$ cat config.mk
export PLATFORM = sky130hd
export DESIGN_NAME = icmp_echo_initiator
export DESIGN_NICKNAME = d
export VERILOG_FILES = /design/src/rtl/icmp_echo_initiator.sv
export SDC_FILE = /design/constraint.sdc
export NUM_CORES = 1
export LEC_CHECK = 0
export BUFFER_PORTS_ARGS = -buffer_cell sky130_fd_sc_hd__buf_2
export CORE_ASPECT_RATIO = 1.4
export CORE_MARGIN = 1
export CORE_UTILIZATION = 27
export DETAILED_ROUTE_END_ITERATION = 7
export PLACE_DENSITY_LB_ADDON = 0.08
export SYNTH_ARGS = -nofsm -noshare
export SYNTH_HDL_FRONTEND = slang
export SYNTH_SLANG_ARGS = --single-unit
$ cat constraint.sdc
create_clock -name clock -period 7.5 [get_ports clock]
set_input_delay 0.75 -clock clock [delete_from_list [all_inputs] [get_ports clock]]
set_output_delay 0.75 -clock clock [all_outputs]
set_load 0.03 [all_outputs]
$ cat src/rtl/icmp_echo_initiator.sv
// ICMP echo (ping) initiator: emits one Ethernet/IPv4/ICMP echo request per start,
// then waits for the matching echo reply and reports the round-trip time in cycles.
module icmp_echo_initiator #(
    parameter logic [47:0] SRC_MAC        = 48'h00_0A_35_00_00_01,
    parameter logic [47:0] DST_MAC        = 48'hFF_FF_FF_FF_FF_FF,
    parameter logic [31:0] SRC_IP         = 32'hC0A8_0A02,
    parameter logic [31:0] DST_IP         = 32'hC0A8_0A01,
    parameter logic [15:0] ICMP_ID        = 16'h1234,
    parameter int          PAYLOAD_BYTES  = 32,
    parameter logic [31:0] TIMEOUT_CYCLES = 32'd50_000_000
) (
    input  logic        clock,
    input  logic        reset,
    input  logic        start,
    output logic        busy,
    output logic        done,
    output logic        success,
    output logic [15:0] seq_out,
    output logic [31:0] rtt_cycles,
    output logic [7:0]  out_tdata,
    output logic        out_tvalid,
    input  logic        out_tready,
    output logic        out_tlast,
    input  logic [7:0]  in_tdata,
    input  logic        in_tvalid,
    output logic        in_tready,
    input  logic        in_tlast
);

    function automatic logic [15:0] fold16(input logic [31:0] s);
        logic [31:0] t;
        t = {16'd0, s[15:0]} + {16'd0, s[31:16]};
        t = {16'd0, t[15:0]} + {16'd0, t[31:16]};
        return t[15:0];
    endfunction

    // One's-complement sum of the seq-independent ICMP words (type/code, id, payload).
    function automatic logic [15:0] icmp_base(input logic [15:0] id, input int n);
        logic [31:0] s;
        logic [7:0]  hi, lo;
        s = 32'h0000_0800 + {16'd0, id};
        for (int k = 0; k < n; k += 2) begin
            hi = 8'(k);
            lo = (k + 1 < n) ? 8'(k + 1) : 8'h00;
            s  = s + {16'd0, hi, lo};
        end
        return fold16(s);
    endfunction

    localparam int          FRAME_LEN = 42 + PAYLOAD_BYTES;
    localparam logic [10:0] LAST_IDX  = 11'(FRAME_LEN - 1);
    localparam logic [15:0] TOT_LEN   = 16'(28 + PAYLOAD_BYTES);
    localparam logic [31:0] IP_SUM    = 32'h4500 + {16'd0, TOT_LEN} + 32'h4000 + 32'h4001
                                      + {16'd0, SRC_IP[31:16]} + {16'd0, SRC_IP[15:0]}
                                      + {16'd0, DST_IP[31:16]} + {16'd0, DST_IP[15:0]};
    localparam logic [15:0] IP_CSUM   = ~fold16(IP_SUM);
    localparam logic [15:0] ICMP_C    = icmp_base(ICMP_ID, PAYLOAD_BYTES);

    // Static header image; ICMP checksum (36-37) and seq (40-41) are patched per request.
    localparam logic [42*8-1:0] HDR = {DST_MAC, SRC_MAC, 16'h0800,
                                       8'h45, 8'h00, TOT_LEN, 16'h0000, 16'h4000,
                                       8'h40, 8'h01, IP_CSUM, SRC_IP, DST_IP,
                                       8'h08, 8'h00, 16'h0000, ICMP_ID, 16'h0000};

    typedef enum logic [1:0] {IDLE, SEND, WAIT, DONE} state_t;

    state_t      state;
    logic [15:0] seq_cnt;
    logic [15:0] icmp_csum;
    logic [10:0] tx_idx;
    logic [31:0] rtt_cnt;
    logic [5:0]  rx_off;
    logic        rx_ok;

    logic [10:0] bi;
    logic [5:0]  hoff;
    logic [7:0]  nxt_byte;
    logic [16:0] csum_sum;
    logic [15:0] csum_fold;
    logic [31:0] cnt_n;
    logic        byte_ok;
    logic        rx_match;

    assign in_tready = 1'b1;

    // Byte for the next TX beat: index 0 when launching from IDLE, else tx_idx+1.
    always_comb begin
        bi       = (state == IDLE) ? 11'd0 : tx_idx + 11'd1;
        hoff     = (bi < 11'd42) ? 6'd41 - bi[5:0] : 6'd0;
        nxt_byte = HDR[{hoff, 3'b000} +: 8];
        if (bi >= 11'd42)
            nxt_byte = 8'(bi - 11'd42);
        else begin
            case (bi[5:0])
                6'd36:   nxt_byte = icmp_csum[15:8];
                6'd37:   nxt_byte = icmp_csum[7:0];
                6'd40:   nxt_byte = seq_out[15:8];
                6'd41:   nxt_byte = seq_out[7:0];
                default: ;
            endcase
        end
    end

    always_comb begin
        csum_sum  = {1'b0, ICMP_C} + {1'b0, seq_cnt};
        csum_fold = csum_sum[15:0] + {15'd0, csum_sum[16]};
        cnt_n     = rtt_cnt + 32'd1;
    end

    always_comb begin
        byte_ok = 1'b1;
        case (rx_off)
            6'd0, 6'd1, 6'd2, 6'd3, 6'd4, 6'd5:
                byte_ok = (in_tdata == SRC_MAC[{3'd5 - rx_off[2:0], 3'b000} +: 8]);
            6'd12:   byte_ok = (in_tdata == 8'h08);
            6'd13:   byte_ok = (in_tdata == 8'h00);
            6'd23:   byte_ok = (in_tdata == 8'h01);
            6'd26, 6'd27, 6'd28, 6'd29:
                byte_ok = (in_tdata == DST_IP[{2'd1 - rx_off[1:0], 3'b000} +: 8]);
            6'd34:   byte_ok = (in_tdata == 8'h00);
            6'd38:   byte_ok = (in_tdata == ICMP_ID[15:8]);
            6'd39:   byte_ok = (in_tdata == ICMP_ID[7:0]);
            6'd40:   byte_ok = (in_tdata == seq_out[15:8]);
            6'd41:   byte_ok = (in_tdata == seq_out[7:0]);
            default: ;
        endcase
        rx_match = in_tvalid & in_tlast & rx_ok & byte_ok & (rx_off >= 6'd41);
    end

    always_ff @(posedge clock) begin
        if (reset) begin
            state      <= IDLE;
            busy       <= 1'b0;
            done       <= 1'b0;
            success    <= 1'b0;
            seq_out    <= 16'd0;
            seq_cnt    <= 16'd0;
            icmp_csum  <= 16'd0;
            rtt_cycles <= 32'd0;
            rtt_cnt    <= 32'd0;
            out_tdata  <= 8'd0;
            out_tvalid <= 1'b0;
            out_tlast  <= 1'b0;
            tx_idx     <= 11'd0;
            rx_off     <= 6'd0;
            rx_ok      <= 1'b1;
        end else begin
            done <= 1'b0;

            // Frame boundary tracking runs regardless of state.
            if (in_tvalid) begin
                if (in_tlast) begin
                    rx_off <= 6'd0;
                    rx_ok  <= 1'b1;
                end else begin
                    if (rx_off != 6'd42)
                        rx_off <= rx_off + 6'd1;
                    rx_ok <= rx_ok & byte_ok;
                end
            end

            case (state)
                IDLE: if (start) begin
                    state      <= SEND;
                    busy       <= 1'b1;
                    seq_out    <= seq_cnt;
                    seq_cnt    <= seq_cnt + 16'd1;
                    icmp_csum  <= ~csum_fold;
                    out_tvalid <= 1'b1;
                    out_tdata  <= nxt_byte;
                    out_tlast  <= 1'b0;
                    tx_idx     <= 11'd0;
                end
                SEND: if (out_tready) begin
                    if (out_tlast) begin
                        out_tvalid <= 1'b0;
                        out_tlast  <= 1'b0;
                        rtt_cnt    <= 32'd0;
                        state      <= WAIT;
                    end else begin
                        tx_idx    <= bi;
                        out_tdata <= nxt_byte;
                        out_tlast <= (bi == LAST_IDX);
                    end
                end
                WAIT: begin
                    rtt_cnt <= cnt_n;
                    if (rx_match) begin
                        state      <= DONE;
                        busy       <= 1'b0;
                        done       <= 1'b1;
                        success    <= 1'b1;
                        rtt_cycles <= cnt_n;
                    end else if (cnt_n >= TIMEOUT_CYCLES) begin
                        state      <= DONE;
                        busy       <= 1'b0;
                        done       <= 1'b1;
                        success    <= 1'b0;
                        rtt_cycles <= TIMEOUT_CYCLES;
                    end
                end
                default: state <= IDLE;
            endcase
        end
    end

endmodule

After elaboration in Yosys (flattened, before gate mapping)
Index checks and enable logic that the tools add are counted.
{"block": "word_totals", "reg_bits": 145, "in_bits": 14, "output_inout_bits": 62}
{"block": "op_classes", "n_addsub": 10, "order_cmp": 4, "eq_ne": 38, "shift": 3, "mux": 41, "n_bitwise": 7, "reduce_logical": 21}
{"cell": "336-bit by 10-bit variable part select with 8-bit output (first input constant)", "n": 1}
{"cell": "32-bit two-way mux", "n": 4}
{"cell": "32-bit case mux with 2 select lines", "n": 1}
{"cell": "6-bit equality test (second input constant)", "n": 9}
{"cell": "48-bit by 7-bit variable part select with 8-bit output (first input constant)", "n": 1}
{"cell": "11-bit two-way mux", "n": 4}
{"cell": "32-bit by 1-bit adder with 32-bit output (second input constant)", "n": 1}
{"cell": "8-bit equality test", "n": 4}
{"cell": "32-bit by 26-bit >= comparator with 1-bit output (second input constant)", "n": 1}
{"cell": "8-bit two-way mux", "n": 4}
{"cell": "8-bit case mux with 4 select lines", "n": 1}
{"cell": "32-bit by 6-bit variable part select with 8-bit output (first input constant)", "n": 1}
{"cell": "6-bit by 5-bit equality test with 1-bit output (second input constant)", "n": 5}
{"cell": "11-bit case mux with 2 select lines", "n": 1}
{"cell": "6-bit two-way mux", "n": 3}
{"cell": "12-bit by 16-bit adder with 17-bit output (first input constant)", "n": 1}
{"cell": "16-bit by 1-bit adder with 16-bit output", "n": 1}
{"cell": "16-bit by 1-bit adder with 16-bit output (second input constant)", "n": 1}
{"cell": "16-bit NOT", "n": 1}
{"cell": "8-bit case mux with 2 select lines", "n": 1}
{"cell": "6-bit by 2-bit equality test with 1-bit output (second input constant)", "n": 2}
{"cell": "6-bit by 3-bit equality test with 1-bit output (second input constant)", "n": 2}
{"cell": "6-bit by 4-bit equality test with 1-bit output (second input constant)", "n": 2}
{"cell": "1-bit two-way mux", "n": 12}
{"cell": "other kinds (36)", "n": 60}

Depth between registers and ports, before layout
Gate-level depths: netlist of run 1.
{"block": "logic_depth", "depth_word": 10, "mapped_depth": 19, "ltp_nobuf": 17}

Worst setup path after synthesis of run 1
No wires, ideal clock.
{"block": "synth_timing", "kind": "register to register", "from": "register state[0]", "to": "register out_tdata[5]", "setup_ns": 0.128, "t_arrival_ns": 3.592, "slack_ns": 3.780, "stages_incl_launch_ff": 20, "path_cell_list": "dfxtp_1 > inv_1 > ha_1 > clkbuf_1 > nor2_1 > inv_2 > ha_1 > or2_2 > o22ai_1 > a21boi_1 > o21a_1 > buf_2 > nand2_1 > inv_1 > ha_1 > or3_1 > a31oi_1 > o311ai_1 > o211ai_1 > o21ai_1"}
{"block": "synth_via", "elab_chain_cells": 10}
{"element": "start, declared", "line_no": "67", "text": "state_t state;"}
{"element": "start signal, assigned", "line_no": "132", "text": "state <= IDLE;"}
{"element": "start signal, assigned", "line_no": "164", "text": "state <= SEND;"}
{"element": "start signal, assigned", "line_no": "179", "text": "state <= WAIT;"}
{"element": "2-bit logical NOT", "line_no": "88, 162"}
{"element": "11-bit two-way mux", "line_no": "88", "text": "bi = (state == IDLE) ? 11'd0 : tx_idx + 11'd1;"}
{"element": "11-bit by 6-bit < comparator with 1-bit output / 6-bit subtractor (equally long branches)", "line_no": "89", "text": "hoff = (bi < 11'd42) ? 6'd41 - bi[5:0] : 6'd0;"}
{"element": "6-bit two-way mux", "line_no": "89"}
{"element": "336-bit by 10-bit variable part select with 8-bit output", "line_no": "90", "text": "nxt_byte = HDR[{hoff, 3'b000} +: 8];"}
{"element": "8-bit case mux with 4 select lines", "line_no": "94", "text": "case (bi[5:0])"}
{"element": "8-bit two-way mux", "line_no": "91", "text": "if (bi >= 11'd42)"}
{"element": "8-bit two-way mux", "line_no": "175", "text": "if (out_tlast) begin"}
{"element": "8-bit two-way mux", "line_no": "174", "text": "SEND: if (out_tready) begin"}
{"element": "8-bit case mux with 2 select lines", "line_no": "162", "text": "case (state)"}
{"element": "end signal, assigned", "line_no": "170", "text": "out_tdata <= nxt_byte;"}
{"element": "end signal, assigned", "line_no": "182", "text": "out_tdata <= nxt_byte;"}
{"element": "end, declared", "line_no": "20", "text": "output logic [7:0] out_tdata,"}
Several ways; a longest one is shown, not always the timed one. The select of a mux whose other input is x is not followed.
A chain may end at the register's enable or synchronous reset.

Final worst setup path of run 1
{"block": "layout_timing", "from": "register state[1]", "to": "register out_tdata[5]"}
Same word-level chain as after synthesis.

==> flow_metrics.tcl, run 1 <==
set metrics [dict create \
    die_x_um 157 \
    synthFlopType "dfxtp_1" \
    worstMarginPinSlew_ps 1110 \
    rsz0062_at_grt "false" \
    fin_setup_tns_ps 0 \
    clkTransAtPathRegs_ps 70 \
    clock_skew_ps 11.9 \
    cts_resized 0 \
    leakagePower_nw 3.59 \
    dieArea_um2 34300 \
    drc_errors 0 \
    fin_crit_ps 4320 \
    grt_pass1_wl_um 48700 \
    gp_congestion 0.850 \
    grt_overflow 0 \
    core-area_um2 33100 \
    hold_start "icmp_csum[2]$_SDFFE_PP0P_" \
    via_count 8452 \
    p_per_area_nw_per_um2 245 \
    nets 1236 \
    status "completed" \
    final-hold-violation-count 0 \
    synth_cells 1188 \
    clock_latency_ps 440 \
    synthesis.nets 1223 \
    slew-limit-headroom_pct 25.5 \
    clock-sinks 145 \
    min_to "icmp_csum[2]$_SDFFE_PP0P_" \
    critPathRequiredTime_ps 7800 \
    dp_hpwl_um 22200 \
    numCtsBuffers 17 \
    drive_gt1_share_pct 12.3 \
    drtIter0Drc 459 \
    reg2reg_to "out_tdata[5]$_SDFFE_PP0P_" \
    hp-class "reg -> reg" \
    critPathArrivalTime_ps 4630 \
    port_buffers 74 \
    ys_seq_area_share_pct 32.0 \
    first_global_vias 8369 \
    antenna_found_initial 1 \
    r2r_setup_slack_ps 3180 \
    finish.utilization_pct 31.0 \
    r2r_start "state[1]$_SDFFE_PP0P_" \
    ioPinCount 76 \
    worst-setup-path-type "reg -> reg" \
    synth_edf_count 0 \
    ys_seq_elements 145 \
    cp_max_fo 27 \
    rows 79 \
    post_cts_buffers 0 \
    whs_ps 452 \
    cts_root_buffer "clkbuf_16" \
    ctsHoldBuffers 0 \
    grt_start_max_net_pins 66 \
    period_share_pct 57.7 \
    worst_setup_path_start_kind "flip-flop" \
    synth_top_area_cell "dfxtp_1" \
    cts_buffer_depth 2 \
    via_per_inst 5.09 \
    grt_use_total_pct 18.7 \
    final_max_slew_viol_count 0 \
    dieHeight_um 219 \
    yosysTopAreaCellShare_pct 32.0 \
    htree_levels 4 \
    cts_tree "yes" \
    drt-total-wl_um 30800 \
    avgSynthCellArea_um2 7.63 \
    firstDrtPassIters 6 \
    yosysWarnings 0 \
    nFillCells 3634 \
    routedWlPerCell_um 18.6 \
    worst_setup_path_end_kind "flip-flop" \
    async_flop_share_pct 0 \
    worstHoldPathCells 2 \
    worstRegToRegCells 18 \
    fmax_mhz 231 \
    ir_worst_vdd_uv 150 \
    setup_violations 0 \
    synth_cell_types 87 \
    synth_area_leaders "dfxtp_1 32%, a21oi_1 6.3%, nand2_1 6.0%, nor2_1 5.2%, xnor2_1 4.8%" \
    initial_core_util_pct 27.4 \
    max_cap_violations 0 \
    synthToLayoutAreaGrowth_pct 13.2 \
    antenna_left 0 \
    syn_area_um2 9060 \
]
-- where the power goes --
| part | internal [mW] | switching, mW | leakage (nW) |
|---|---|---|---|
| sequential | 0.827 | 0.0493 | 1.17 |
| combinational | 0.210 | 0.557 | 2.13 |
| clock | 0.512 | 0.362 | 0.285 |
| total | 1.55 | 0.968 | 3.59 |
-- worst max path at each step --
stage | endpoint | slack [ps] | cells after the start | from
floorplan | out_tdata[5]$_SDFFE_PP0P_ | 3780 | 19 | state[0]$_SDFFE_PP0P_
finish | out_tdata[5]$_SDFFE_PP0P_ | 3180 | 18 | state[1]$_SDFFE_PP0P_
global placement | out_tdata[5]$_SDFFE_PP0P_ | 3360 | 18 | state[0]$_SDFFE_PP0P_
CTS | out_tdata[2]$_SDFFE_PP0P_ | 3230 | 18 | state[0]$_SDFFE_PP0P_
global route | out_tdata[5]$_SDFFE_PP0P_ | 2810 | 18 | state[1]$_SDFFE_PP0P_
detailed placement | out_tdata[2]$_SDFFE_PP0P_ | 3250 | 18 | state[0]$_SDFFE_PP0P_
-- worst max-delay path, cell delays in order (launching register included) --
cell	delay [ps]
dfxtp_1	360
inv_1	70
ha_1	170
buf_4	220
inv_2	180
nand2_1	180
ha_1	260
or2_2	290
o22ai_1	250
a21boi_1	150
o21a_1	340
nand2_1	180
inv_1	80
ha_1	260
or3_1	350
a31oi_1	300
o311ai_1	190
o211ai_1	230
o21ai_1	100
-- cells in the mapped netlist, drive strengths merged, types with 14 or more instances --
cell type,number
or3,14
xor2,35
nor2,127
buf,25
a22oi,19
dfxtp,145
a21oi,116
nand4,18
o21ai,67
clkbuf,62
xnor2,50
o21a,19
nor3,43
nand2,144
ha,21
o32ai,14
nor4,14
inv,37
nand3,47
and3,20
-- per-layer routing --
layer / vias to the layer above / share of wire (%) / global-route usage (%)
met3: 44 / 3.2 / 2.82
li1: 4246 / - / -
met5: - / 0 / 0
met4: 0 / 3.3 / 9.05
met1: 3998 / 40 / 20.2
met2: 164 / 54 / 35.1
-- state kept, by name, summed over array words and instances (netlist names), 2 cells and up --
| name | flops |
|---|---|
| state | 2 |
| rtt_cycles | 32 |
| tx_idx | 11 |
| seq_cnt | 16 |
| rx_off | 6 |
| icmp_csum | 16 |
| seq_out | 16 |
| out_tdata | 8 |
| rtt_cnt | 32 |
-- logic make-up (layout without fill, tap and decap cells) --
group | after synthesis | in the layout | share of synthesized area, %
multiplexers | 6 | 6 | 0.676
AO/OA/AOI/OAI | 320 | 320 | 24.2
adder cells (fa/ha/maj) | 21 | 21 | 2.90
flip-flops | 145 | 145 | 32.0
XOR/XNOR | 85 | 85 | 8.21
buffers and inverters | 126 | 151 | 5.71
other | 1 | 2 | 0.0414
AND/OR/NAND/NOR | 484 | 484 | 26.3
-- through the flow --
| stage | std cells | setup WS [ps] | instance area (µm²) | total power, mW |
|---|---|---|---|---|
| 6_report | 1659 | 3180 | 10300 | 2.52 |
| 5_1_grt | 1658 | 2810 | 10300 | 2.67 |
| 4_1_cts | 1658 | 3230 | 10300 | 2.55 |
| 2_1_floorplan | 1188 | 3780 | 9060 | 1.42 |
| 3_5_place_dp | 1627 | 3250 | 9680 | 1.66 |
| 3_3_place_gp | 1627 | 3360 | 9680 | 1.67 |
-- area by class of cell --
type | instances | area, µm² | share of cell area [%]
Sequential cell | 145 | 2900 | 28.3
Clock inverter | 10 | 109 | 1.06
Antenna cell | 1 | 2.50 | 0.0244
Multi-Input combinational cell | 917 | 5640 | 55.0
Inverter | 39 | 146 | 1.43
Tap cell | 445 | 557 | 5.43
Clock buffer | 21 | 470 | 4.59
Timing Repair Buffer | 81 | 425 | 4.15
-- placed cells by master (no fill, tap or decap), types with 15 or more instances in the layout --
cell,n
o21ai_0,49
clkbuf_16,17
inv_1,35
xnor2_1,50
a21oi_1,115
a22oi_1,19
nand4_1,17
buf_2,73
nor2_1,126
ha_1,21
and3_1,20
xor2_1,35
nor3_1,39
nand3_1,46
dfxtp_1,145
nand2_1,144
o21ai_1,15
o21a_1,19
(Power assumes the default switching activity.)
==> run 2, diff against run 1 <==
Clock period 7.5 ns to 4.14 ns, I/O delays scaled along.
==> run 2 against run 1 <==
Against the previous run:
- sequential share of layout area shrank 0.60 points
- non-clock buffer count grew 33
- hold slack worse by 94 ps
- first-iteration DRC count grew 4.1%
- combinational power up 90%
- worst setup slack worse by 2800 ps
- clock-buffer cell count increased by 6
- via count up 2.3%
- maximum frequency rose by 16%
- final cell count rose by 2.0%
- wire length rose by 0.47%
- sequential power increased by 80%
- largest power group unchanged
- highest routed layer is now met5
==> flow_metrics.tcl, run 2 (synthesis results as in run 1) <==
set metrics [dict create \
    power_switching_share_pct 37.9 \
    critPathRequiredTime_ps 4430 \
    worst-setup-path-type "reg -> reg" \
    numCtsBuffers 17 \
    dp_hpwl_um 22700 \
    combPwrFrac_pct 32.0 \
    clock_skew_ps 8.32 \
    worst_setup_path_start_kind "flip-flop" \
    period_share_pct 90.3 \
    core-area_um2 33100 \
    max_cap_violations 0 \
    p_per_area_nw_per_um2 435 \
    antenna_found_initial 1 \
    port_buffers 74 \
    clock_latency_ps 440 \
    post_cts_buffers 0 \
    ioPinCount 76 \
    pwr-share-clk_pct 33.4 \
    cts_root_buffer "clkbuf_16" \
    via_per_inst 5.11 \
    post-place-ws_ps 217 \
    worst_setup_path_end_kind "flip-flop" \
    grt_overflow 0 \
    nets 1269 \
    gp_congestion 0.852 \
    power.switching_mw 1.73 \
    routedWlPerCell_um 18.3 \
    dp_cells 1660 \
    initial_core_util_pct 27.4 \
    fin_crit_ps 3740 \
    dieArea_um2 34300 \
    drc_errors 0 \
    synthToLayoutAreaGrowth_pct 15.7 \
    mostFrequentLayoutCells "144 x nand2_1, 144 x dfxtp_1, 125 x nor2_1" \
    final-seq-area_um2 2900 \
    grt_start_max_net_pins 58 \
    rsz0062_at_grt "false" \
    drive_gt1_share_pct 14.3 \
    hp-class "in -> reg" \
    final_cells 1692 \
    slew-limit-headroom_pct 26.2 \
    die_x_um 157 \
    multi_input_area_um2 5650 \
    firstDrtPassIters 5 \
    via_count 8644 \
    fin_ws_ps 403 \
    worstMarginPinSlew_ps 1100 \
    top_regs "rtt_cnt: 32 flops, rtt_cycles: 32 flops" \
    grt_use_total_pct 18.7 \
    antenna_left 0 \
    status "completed" \
    leakagePower_nw 3.74 \
    setup_violations 0 \
    cp_max_fo 7 \
    seq_power_share_pct 34.6 \
    fin_setup_tns_ps 0 \
    grt_pass1_wl_um 49000 \
    cts_tree "yes" \
    drt-total-wl_um 31000 \
    rows 79 \
    ir_worst_vdd_uv 298 \
    htree_levels 4 \
    nFillCells 3618 \
    drtIter0Drc 478 \
    final_max_slew_viol_count 0 \
    first_global_vias 8620 \
    clkTransAtPathRegs_ps 60 \
    p_int_mw 2.83 \
    antenna_cells 0 \
    critPathArrivalTime_ps 4030 \
    fmax_mhz 268 \
    cts_buffer_depth 2 \
    final-hold-violation-count 0 \
    clock-sinks 145 \
    dieHeight_um 219 \
]
==> run 2: cell count changes in the layout (fill, tap and decap cells not counted), moves of 2 or more <==
| cell | previous run | this run |
|---|---|---|
| clkbuf_1 | 1 | 9 |
| clkbuf_8 | 3 | 1 |
| clkinvlp_4 | 2 | 0 |
| buf_4 | 8 | 41 |
| clkinv_2 | 5 | 2 |
==> run 2: power by group through the flow <==
stage	clock network, mW	registers (mW)	logic (mW)
final	1.52	1.58	1.46
after global routing	1.61	1.59	1.63
after CTS	1.57	1.58	1.48
after detailed placement	0	1.61	1.47
after global placement	0	1.60	1.48
after floorplan	0	1.67	0.894
==> run 2: repair_timing <==
item                                    in CTS  in global routing
resized for setup                            0                  3
endpoints found under the setup margin       0                  3
hold buffers                                 0                  0
==> run 2: metrics by stage <==
step / hold WS (ps) / instance area [µm²] / util (%) / power [mW]
2_1_floorplan: 431 / 9060 / - / 2.57
5_1_grt: 377 / 10500 / 31.7 / 4.83
4_1_cts: 342 / 10500 / 31.6 / 4.63
3_3_place_gp: 439 / 9920 / 30.0 / 3.09
3_5_place_dp: 445 / 9920 / 30.0 / 3.08
6_report: 358 / 10500 / 31.7 / 4.56
==> run 2: final timing paths <==
kind,startpoint,endpoint,slack [ps],cells past startpoint
worst min register to register,icmp_csum[2]$_SDFFE_PP0P_,icmp_csum[2]$_SDFFE_PP0P_,450,2
worst min-delay path,in_tvalid,rx_ok$_SDFFE_PP1P_,360,3
worst max-delay path,tx_idx[0]$_SDFFE_PP0P_,out_tdata[2]$_SDFFE_PP0P_,400,17
worst max register to register,tx_idx[0]$_SDFFE_PP0P_,out_tdata[2]$_SDFFE_PP0P_,400,17
==> run 2: layout make-up <==
type                    instances  area share [%]
clock buffers                  27            4.51
clock inverters                 5           0.752
inverters                      39            1.40
multi-input cells             917            53.9
flip-flops and latches        145            27.7
well taps                     445            5.31
repair buffers                114            6.42
==> run 2: layer usage <==
metal | global-route usage, % | wire [µm]
met2 | 35.7 | 16800
met5 | 0 | 12
met4 | 8.69 | 952
met1 | 19.8 | 12100
met3 | 2.80 | 1070
==> run 2: worst max-delay path: stages, from the launching register on <==
cell and delay [ps]:
dfxtp_2 350, ha_1 230, xnor2_1 170, nor2_2 160, inv_2 80, ha_1 240
or2_2 300, o22ai_2 150, a21boi_1 130, o21a_1 240, nand2_1 130, inv_1 70
ha_1 270, or3_1 360, a31oi_1 260, o311ai_1 180, a31oi_1 190, o22ai_1 100
